File: src/rtl/reorder_buffer_if.sv
// Dispatch/writeback/commit bundle between the reorder buffer and its neighbours.
// Query ports exist only when ROB_OPERAND_QUERY_EN is defined.
interface reorder_buffer_if #(
  parameter int TAG_W = 4
);
  logic             rdy;
  logic             alloc_valid;
  logic             alloc_has_rd;
  logic [4:0]       alloc_rd;
  logic             alloc_done;
  logic [31:0]      alloc_value;
  logic [TAG_W-1:0] alloc_tag;
  logic             rob_full;
  logic             wb_valid;
  logic [TAG_W-1:0] wb_tag;
  logic [31:0]      wb_value;
  logic             wb_mispredict;
  logic [31:0]      wb_redirect_pc;
  logic             register_update_flag;
  logic [4:0]       register_commit_dest;
  logic [31:0]      register_commit_value;
  logic [TAG_W-1:0] rename_of_commit_ins;
  logic             register_flush;
  logic [31:0]      flush_pc;
`ifdef ROB_OPERAND_QUERY_EN
  logic [TAG_W-1:0] query_tag_a;
  logic [TAG_W-1:0] query_tag_b;
  logic             query_ready_a;
  logic             query_ready_b;
  logic [31:0]      query_value_a;
  logic [31:0]      query_value_b;
`endif

  // Dispatch / execution side
  modport master (
    output rdy, alloc_valid, alloc_has_rd, alloc_rd, alloc_done, alloc_value,
    output wb_valid, wb_tag, wb_value, wb_mispredict, wb_redirect_pc,
    input  alloc_tag, rob_full,
    input  register_update_flag, register_commit_dest, register_commit_value,
    input  rename_of_commit_ins, register_flush, flush_pc
`ifdef ROB_OPERAND_QUERY_EN
    , output query_tag_a, query_tag_b
    , input  query_ready_a, query_ready_b, query_value_a, query_value_b
`endif
  );

  // Reorder buffer side
  modport slave (
    input  rdy, alloc_valid, alloc_has_rd, alloc_rd, alloc_done, alloc_value,
    input  wb_valid, wb_tag, wb_value, wb_mispredict, wb_redirect_pc,
    output alloc_tag, rob_full,
    output register_update_flag, register_commit_dest, register_commit_value,
    output rename_of_commit_ins, register_flush, flush_pc
`ifdef ROB_OPERAND_QUERY_EN
    , input  query_tag_a, query_tag_b
    , output query_ready_a, query_ready_b, query_value_a, query_value_b
`endif
  );
endinterface

File: src/rtl/reorder_buffer.sv
// In-order retirement queue: allocates rename tags, records results, retires one entry per cycle.
// Optional operand lookup ports are enabled with `define ROB_OPERAND_QUERY_EN.
module reorder_buffer #(
  parameter int TAG_W = 4
) (
  input logic            clk,
  input logic            rst,
  reorder_buffer_if.slave rob
);
  localparam int DEPTH = 1 << TAG_W;

  logic [DEPTH-1:0] busy_q, busy_d;
  logic [DEPTH-1:0] done_q, done_d;
  logic [DEPTH-1:0] hasRd_q;
  logic [DEPTH-1:0] mispredict_q;
  logic [4:0]       rd_q         [DEPTH];
  logic [31:0]      value_q      [DEPTH];
  logic [31:0]      redirectPc_q [DEPTH];

  logic [TAG_W-1:0] head_q, head_d;
  logic [TAG_W-1:0] tail_q, tail_d;
  logic [TAG_W:0]   count_q, count_d;

  logic             updateFlag_q;
  logic [4:0]       commitDest_q;
  logic [31:0]      commitValue_q;
  logic [TAG_W-1:0] commitTag_q;
  logic             flush_q;
  logic [31:0]      flushPc_q;

  logic full, headReady, flushNow, commitNow, allocFire, wbFire;

  // A mispredicted head flushes instead of retiring, and swallows that cycle's alloc and wb.
  assign full      = (count_q == (TAG_W+1)'(DEPTH));
  assign headReady = busy_q[head_q] && done_q[head_q];
  assign flushNow  = rob.rdy && headReady && mispredict_q[head_q];
  assign commitNow = rob.rdy && headReady && !mispredict_q[head_q];
  assign allocFire = rob.rdy && rob.alloc_valid && !full && !flushNow;
  assign wbFire    = rob.rdy && rob.wb_valid && busy_q[rob.wb_tag] && !flushNow;

  always_comb begin
    busy_d  = busy_q;
    done_d  = done_q;
    head_d  = head_q;
    tail_d  = tail_q;
    count_d = count_q;
    if (flushNow) begin
      busy_d  = '0;
      done_d  = '0;
      head_d  = '0;
      tail_d  = '0;
      count_d = '0;
    end else begin
      if (wbFire) done_d[rob.wb_tag] = 1'b1;
      if (commitNow) begin
        busy_d[head_q] = 1'b0;
        done_d[head_q] = 1'b0;
        head_d         = head_q + TAG_W'(1);
      end
      if (allocFire) begin
        busy_d[tail_q] = 1'b1;
        done_d[tail_q] = rob.alloc_done;
        tail_d         = tail_q + TAG_W'(1);
      end
      count_d = count_q + (TAG_W+1)'(allocFire) - (TAG_W+1)'(commitNow);
    end
  end

  always_ff @(posedge clk) begin
    if (rst) begin
      busy_q  <= '0;
      done_q  <= '0;
      head_q  <= '0;
      tail_q  <= '0;
      count_q <= '0;
    end else begin
      busy_q  <= busy_d;
      done_q  <= done_d;
      head_q  <= head_d;
      tail_q  <= tail_d;
      count_q <= count_d;
    end
  end

  // Payload fields; validity is tracked solely by busy/done above.
  always_ff @(posedge clk) begin
    if (rst) begin
      hasRd_q      <= '0;
      mispredict_q <= '0;
      for (int i = 0; i < DEPTH; i++) begin
        rd_q[i]         <= '0;
        value_q[i]      <= '0;
        redirectPc_q[i] <= '0;
      end
    end else begin
      if (allocFire) begin
        hasRd_q[tail_q]      <= rob.alloc_has_rd;
        rd_q[tail_q]         <= rob.alloc_rd;
        value_q[tail_q]      <= rob.alloc_done ? rob.alloc_value : 32'd0;
        mispredict_q[tail_q] <= 1'b0;
        redirectPc_q[tail_q] <= '0;
      end
      if (wbFire) begin
        value_q[rob.wb_tag]      <= rob.wb_value;
        mispredict_q[rob.wb_tag] <= rob.wb_mispredict;
        redirectPc_q[rob.wb_tag] <= rob.wb_redirect_pc;
      end
    end
  end

  // Pulses are recomputed only while rdy is high, so a stall freezes them as well.
  always_ff @(posedge clk) begin
    if (rst) begin
      updateFlag_q  <= 1'b0;
      commitDest_q  <= '0;
      commitValue_q <= '0;
      commitTag_q   <= '0;
      flush_q       <= 1'b0;
      flushPc_q     <= '0;
    end else if (rob.rdy) begin
      updateFlag_q <= commitNow && hasRd_q[head_q];
      flush_q      <= flushNow;
      if (commitNow) begin
        commitDest_q  <= rd_q[head_q];
        commitValue_q <= value_q[head_q];
        commitTag_q   <= head_q;
      end
      if (flushNow) flushPc_q <= redirectPc_q[head_q];
    end
  end

  assign rob.alloc_tag             = tail_q;
  assign rob.rob_full              = full;
  assign rob.register_update_flag  = updateFlag_q;
  assign rob.register_commit_dest  = commitDest_q;
  assign rob.register_commit_value = commitValue_q;
  assign rob.rename_of_commit_ins  = commitTag_q;
  assign rob.register_flush        = flush_q;
  assign rob.flush_pc              = flushPc_q;

`ifdef ROB_OPERAND_QUERY_EN
  logic wbHitA, wbHitB;
  assign wbHitA            = rob.wb_valid && (rob.wb_tag == rob.query_tag_a);
  assign wbHitB            = rob.wb_valid && (rob.wb_tag == rob.query_tag_b);
  assign rob.query_ready_a = busy_q[rob.query_tag_a] && (done_q[rob.query_tag_a] || wbHitA);
  assign rob.query_ready_b = busy_q[rob.query_tag_b] && (done_q[rob.query_tag_b] || wbHitB);
  assign rob.query_value_a = wbHitA ? rob.wb_value : value_q[rob.query_tag_a];
  assign rob.query_value_b = wbHitB ? rob.wb_value : value_q[rob.query_tag_b];
`endif
endmodule

File: src/flat_wrapper.sv
// flat-port wrapper written by rule: the top's interface ports become plain ports
module reorder_buffer_flat 
#(
  parameter int TAG_W = 4
)
  (clk, rst, rob_rdy, rob_alloc_valid, rob_alloc_has_rd, rob_alloc_rd, rob_alloc_done, rob_alloc_value, rob_wb_valid, rob_wb_tag, rob_wb_value, rob_wb_mispredict, rob_wb_redirect_pc, rob_alloc_tag, rob_rob_full, rob_register_update_flag, rob_register_commit_dest, rob_register_commit_value, rob_rename_of_commit_ins, rob_register_flush, rob_flush_pc);
  reorder_buffer_if #(.TAG_W(TAG_W)) rob_i ();
  input logic clk;
  input logic rst;
  input wire logic [$bits(rob_i.rdy)-1:0] rob_rdy;
  input wire logic [$bits(rob_i.alloc_valid)-1:0] rob_alloc_valid;
  input wire logic [$bits(rob_i.alloc_has_rd)-1:0] rob_alloc_has_rd;
  input wire logic [$bits(rob_i.alloc_rd)-1:0] rob_alloc_rd;
  input wire logic [$bits(rob_i.alloc_done)-1:0] rob_alloc_done;
  input wire logic [$bits(rob_i.alloc_value)-1:0] rob_alloc_value;
  input wire logic [$bits(rob_i.wb_valid)-1:0] rob_wb_valid;
  input wire logic [$bits(rob_i.wb_tag)-1:0] rob_wb_tag;
  input wire logic [$bits(rob_i.wb_value)-1:0] rob_wb_value;
  input wire logic [$bits(rob_i.wb_mispredict)-1:0] rob_wb_mispredict;
  input wire logic [$bits(rob_i.wb_redirect_pc)-1:0] rob_wb_redirect_pc;
  output wire logic [$bits(rob_i.alloc_tag)-1:0] rob_alloc_tag;
  output wire logic [$bits(rob_i.rob_full)-1:0] rob_rob_full;
  output wire logic [$bits(rob_i.register_update_flag)-1:0] rob_register_update_flag;
  output wire logic [$bits(rob_i.register_commit_dest)-1:0] rob_register_commit_dest;
  output wire logic [$bits(rob_i.register_commit_value)-1:0] rob_register_commit_value;
  output wire logic [$bits(rob_i.rename_of_commit_ins)-1:0] rob_rename_of_commit_ins;
  output wire logic [$bits(rob_i.register_flush)-1:0] rob_register_flush;
  output wire logic [$bits(rob_i.flush_pc)-1:0] rob_flush_pc;
  assign rob_i.rdy = rob_rdy;
  assign rob_i.alloc_valid = rob_alloc_valid;
  assign rob_i.alloc_has_rd = rob_alloc_has_rd;
  assign rob_i.alloc_rd = rob_alloc_rd;
  assign rob_i.alloc_done = rob_alloc_done;
  assign rob_i.alloc_value = rob_alloc_value;
  assign rob_i.wb_valid = rob_wb_valid;
  assign rob_i.wb_tag = rob_wb_tag;
  assign rob_i.wb_value = rob_wb_value;
  assign rob_i.wb_mispredict = rob_wb_mispredict;
  assign rob_i.wb_redirect_pc = rob_wb_redirect_pc;
  assign rob_alloc_tag = rob_i.alloc_tag;
  assign rob_rob_full = rob_i.rob_full;
  assign rob_register_update_flag = rob_i.register_update_flag;
  assign rob_register_commit_dest = rob_i.register_commit_dest;
  assign rob_register_commit_value = rob_i.register_commit_value;
  assign rob_rename_of_commit_ins = rob_i.rename_of_commit_ins;
  assign rob_register_flush = rob_i.register_flush;
  assign rob_flush_pc = rob_i.flush_pc;
  reorder_buffer #(.TAG_W(TAG_W)) u_core (.clk(clk), .rst(rst), .rob(rob_i));
endmodule
File: config.mk
export PLATFORM = sky130hd
export DESIGN_NAME = reorder_buffer_flat
export DESIGN_NICKNAME = d
export VERILOG_FILES = /design/src/rtl/reorder_buffer_if.sv /design/src/rtl/reorder_buffer.sv /design/src/flat_wrapper.sv
export SDC_FILE = /design/constraint.sdc
export NUM_CORES = 2
export LEC_CHECK = 0
export BUFFER_PORTS_ARGS = -buffer_cell sky130_fd_sc_hd__buf_2
export CORE_ASPECT_RATIO = 0.8
export CORE_MARGIN = 8
export CORE_UTILIZATION = 63
export DETAILED_ROUTE_END_ITERATION = 6
export GPL_ROUTABILITY_DRIVEN = 0
export PLACE_DENSITY_LB_ADDON = 0.12
export SLEW_MARGIN = 20
export SYNTH_ARGS = -nofsm -noshare
export SYNTH_HDL_FRONTEND = slang
export SYNTH_SLANG_ARGS = --single-unit
File: constraint.sdc
create_clock -name clk -period 6.8 [get_ports clk]
set_clock_uncertainty 0.15 [all_clocks]
set_input_delay 2.04 -clock clk [delete_from_list [all_inputs] [get_ports clk]]
set_output_delay 2.04 -clock clk [all_outputs]
set_load 0.01 [all_outputs]
==> flow_summary_export.csv <==
group,metric,value,unit
worst_setup_path,critPathKind,"reg2reg",
power,power.leakage,21.8,nW
sta,finalSetupViolCount,0,
sta,slew_headroom,0.137,
floorplan,die_w,360,um
worst_setup_path,cp_common_cell,"buf_4",
synth,syn-num-nets,4696,
floorplan,die_y,291,um
detailed_routing,wl,180000,um
grt,grt_first_pass_wirelength,263000,um
job,cap_violations,0,
floorplan,initial_utilization,0.632,
layout,nFillCells,6510,
synth,yosysWarnings,0,
worst_setup_path,endpoint_kind,"flip-flop",
grt,antenna_found_initial,15,
sta,worst_pin_slew,1290,ps
sta,hold-worst-slack,299,ps
worst_setup_path,path_buf_inv,2,
placement,io_buffers,192,
grt,overflow,0,
sta,maxSlewViolCount,0,
clock_network,clockBufferDepth,3,
synth,yosysUniqueCellTypes,53,
worst_setup_path,cp_top_family,"simple AND/OR/NAND/NOR gates",
power,power.density,253,nW/um2
synth,synth-seq-area-share,0.607,
min_path,hold_class,"reg2reg",
synth,avgSynthCellArea,13.1,um2
synth,netlist_area,59700,um2
clock_network,postCtsHoldBufs,0,
detailed_routing,first_pass_iters,6,
synth,synth_top_area_cell,"edfxtp_1",
worst_setup_path,cp-start-kind,"flip-flop",
worst_setup_path,cpPeakStageDelay,1090,ps
worst_setup_path,slowest_stage,"dfxtp_4",
synth,synth_seq_cells,1256,
grt,grt_max_degree,160,
synth,synth_enable_flop_cells,1104,
grt,grtUsageMet2,0.493,
sta,fmax,0.192,GHz
clock_network,post-cts-setup-buffer-count,0,
clock_network,clk_latency,710,ps
clock_network,htreeDepth,3,
sta,period_share,0.766,
synth,synthCells,4569,
floorplan,ios,193,
run_status,status,"finished, final reports clean",
layout,syn_to_final_growth,9.50,%
clock_network,clk_pin_slew_worst_paths,60,ps
grt,busiest_layer,"met2",
grt,met3_usage,0.0947,
sta,fin_tns_setup,0,ps
detailed_routing,drcViolationCount,0,
worst_setup_path,arrival,5610,ps
sta,hold_viol,0,
sta,rsz0062_at_grt,"false",
synth,synth_top_area_share,0.556,
synth,synth.area.top_cells,"edfxtp_1 56%, mux4_2 14%, and2_1 5.4%, dfxtp_1 5.1%, o21ai_0 4.0%",
synth,async_flop_share,0,
grt,grt_pass1_vias,39800,
placement,dpl.hpwl,101000,um
sta,period_minus_slack,5210,ps
layout,fin_nets,4619,
detailed_routing,wl_per_cell,30.8,um
worst_setup_path,crit_required,7210,ps
detailed_routing,dr_total_vias,41200,
grt,use_met1,0.482,
detailed_routing,via_per_inst,7.05,
worst_setup_path,crit_chain,"mux4_2, nand2_1, nand4_2, and3_1, buf_4, or3_1, nor2_4, buf_4, and2_1",
detailed_routing,ant_nets,0,
clock_network,ctsRootBufferMaster,"clkbuf_16",
clock_network,cts_tree,"done",
floorplan,rows,101,
clock_network,cts_inserted_buffers,120,
layout,drive_gt1_frac,0.200,
grt,grt_usage,0.335,
synth,synth-main-ff-cell,"edfxtp_1",
worst_setup_path,worst-path-max-fanout,65,
detailed_routing,dr.first_iter.drc_count,6668,
clock_network,cts_resized,0,
floorplan,dieArea,105000,um2
clock_network,clock_sinks,1256,
floorplan,core_area,94400,um2
power,ir_worst_vdd,0.000257,V
==> report_power, final <==
group          internal [W]  switching [W]  leakage, nW  total [W]
combinational      0.000304       0.000722         7.20    0.00103
clock               0.00383        0.00292         1.93    0.00675
sequential          0.00864      0.0000846         12.6    0.00873
total                0.0128        0.00372         21.8     0.0165
==> sequential cells by signal, summed over array words and instances, names as in the netlist, 16 cells and up <==
register / count
u_core.rob.flush_pc: 32
u_core.rob.register_commit_value: 32
u_core.hasRd_q: 16
u_core.redirectPc_q: 512
u_core.done_q: 16
u_core.value_q: 512
u_core.mispredict_q: 16
u_core.rd_q: 80
u_core.busy_q: 16
==> layout make-up <==
cell class / count / area [um2] / share of cell area
multi-input cells: 2808 / 21600 / 0.331
flip-flops and latches: 1256 / 36200 / 0.554
diodes: 12 / 30.0 / 0.000460
inverters: 32 / 120 / 0.00184
clock inverters: 33 / 335 / 0.00513
repair buffers: 274 / 1880 / 0.0288
well taps: 1236 / 1550 / 0.0237
clock buffers: 191 / 3600 / 0.0550
==> path summary, 6_finish.rpt <==
path                                              from                          end  slack [ps]  depth (start not counted)
worst min register to register  u_core.rob.flush_pc[8]       u_core.rob.flush_pc[8]         300                          2
worst min-delay path            u_core.rob.flush_pc[8]       u_core.rob.flush_pc[8]         300                          2
worst max-delay path                  u_core.head_q[1]  u_core.redirectPc_q[15][11]        1590                          9
worst max register to register        u_core.head_q[1]  u_core.redirectPc_q[15][11]        1590                          9
==> stage by stage <==
| step | total power (W) | instance area, um2 | std cells | util | setup slack (ps) |
|---|---|---|---|---|---|
| floorplan | 0.00944 | 59700 | 4569 | - | 1010 |
| global placement | 0.00986 | 61300 | 5604 | 0.650 | 1440 |
| detailed placement | 0.00988 | 61300 | 5604 | 0.650 | 1340 |
| CTS | 0.0165 | 65300 | 5828 | 0.691 | 1730 |
| global route | 0.0168 | 65300 | 5836 | 0.692 | 1450 |
| finish | 0.0165 | 65300 | 5842 | 0.692 | 1590 |
==> worst min-delay path, cell delays in order, from the launching register on <==
cell and delay [ps]:
dfxtp_1 310, nand2_1 50, a21oi_1 50
==> cells by family (layout without fill, tap and decap cells) <==
logic type | after synthesis | count (layout) | share of synthesized area
DFF | 1256 | 1256 | 0.607
AOI/OAI and AO/OA | 678 | 678 | 0.0593
muxes | 384 | 384 | 0.141
other | 0 | 12 | 0
buffers and inverters | 505 | 530 | 0.0358
adders and majority gates | 14 | 14 | 0.00306
and+or+nand+nor | 1722 | 1722 | 0.153
xor gates and xnor gates | 10 | 10 | 0.00147
==> cells in the mapped netlist, drive strengths merged (53+ instances only) <==
| cell type | number |
|---|---|
| nand2 | 245 |
| dfxtp | 152 |
| nand4 | 161 |
| nor2 | 268 |
| clkbuf | 320 |
| mux4 | 364 |
| edfxtp | 1104 |
| a21oi | 103 |
| and2 | 519 |
| nand3 | 379 |
| nand2b | 53 |
| buf | 153 |
| o21ai | 530 |
==> layout by cell type (no fill, tap or decap), types with 7 or more instances in the layout <==
cell type  count
edfxtp_1    1104
and2_1       515
o21ai_0      474
nand3_1      379
mux4_2       364
nor2_1       252
nand2_1      243
buf_2        191
nand4_1      159
dfxtp_1      148
clkbuf_16    125
a21oi_1      103
buf_4         58
o21ai_1       56
clkbuf_1      44
nand2b_1      43
inv_1         32
buf_12        24
clkbuf_8      22
or2_2         18
mux2i_1       18
nor2_4        16
clkinv_2      16
nor3_1        15
o31ai_1       15
or3_2         13
diode_2       12
nor3_2        11
nand3b_1      10
or3_4         10
ha_1           9
nand2b_4       8
o22ai_1        8
clkinv_1       7
==> routing by layer <==
layer / vias up / share of wire
met5: - / 0.000072
met4: 2 / 0.036
met3: 426 / 0.14
met2: 3269 / 0.44
met1: 20400 / 0.38
li1: 17000 / -
Power figures use the tool's default switching activity.
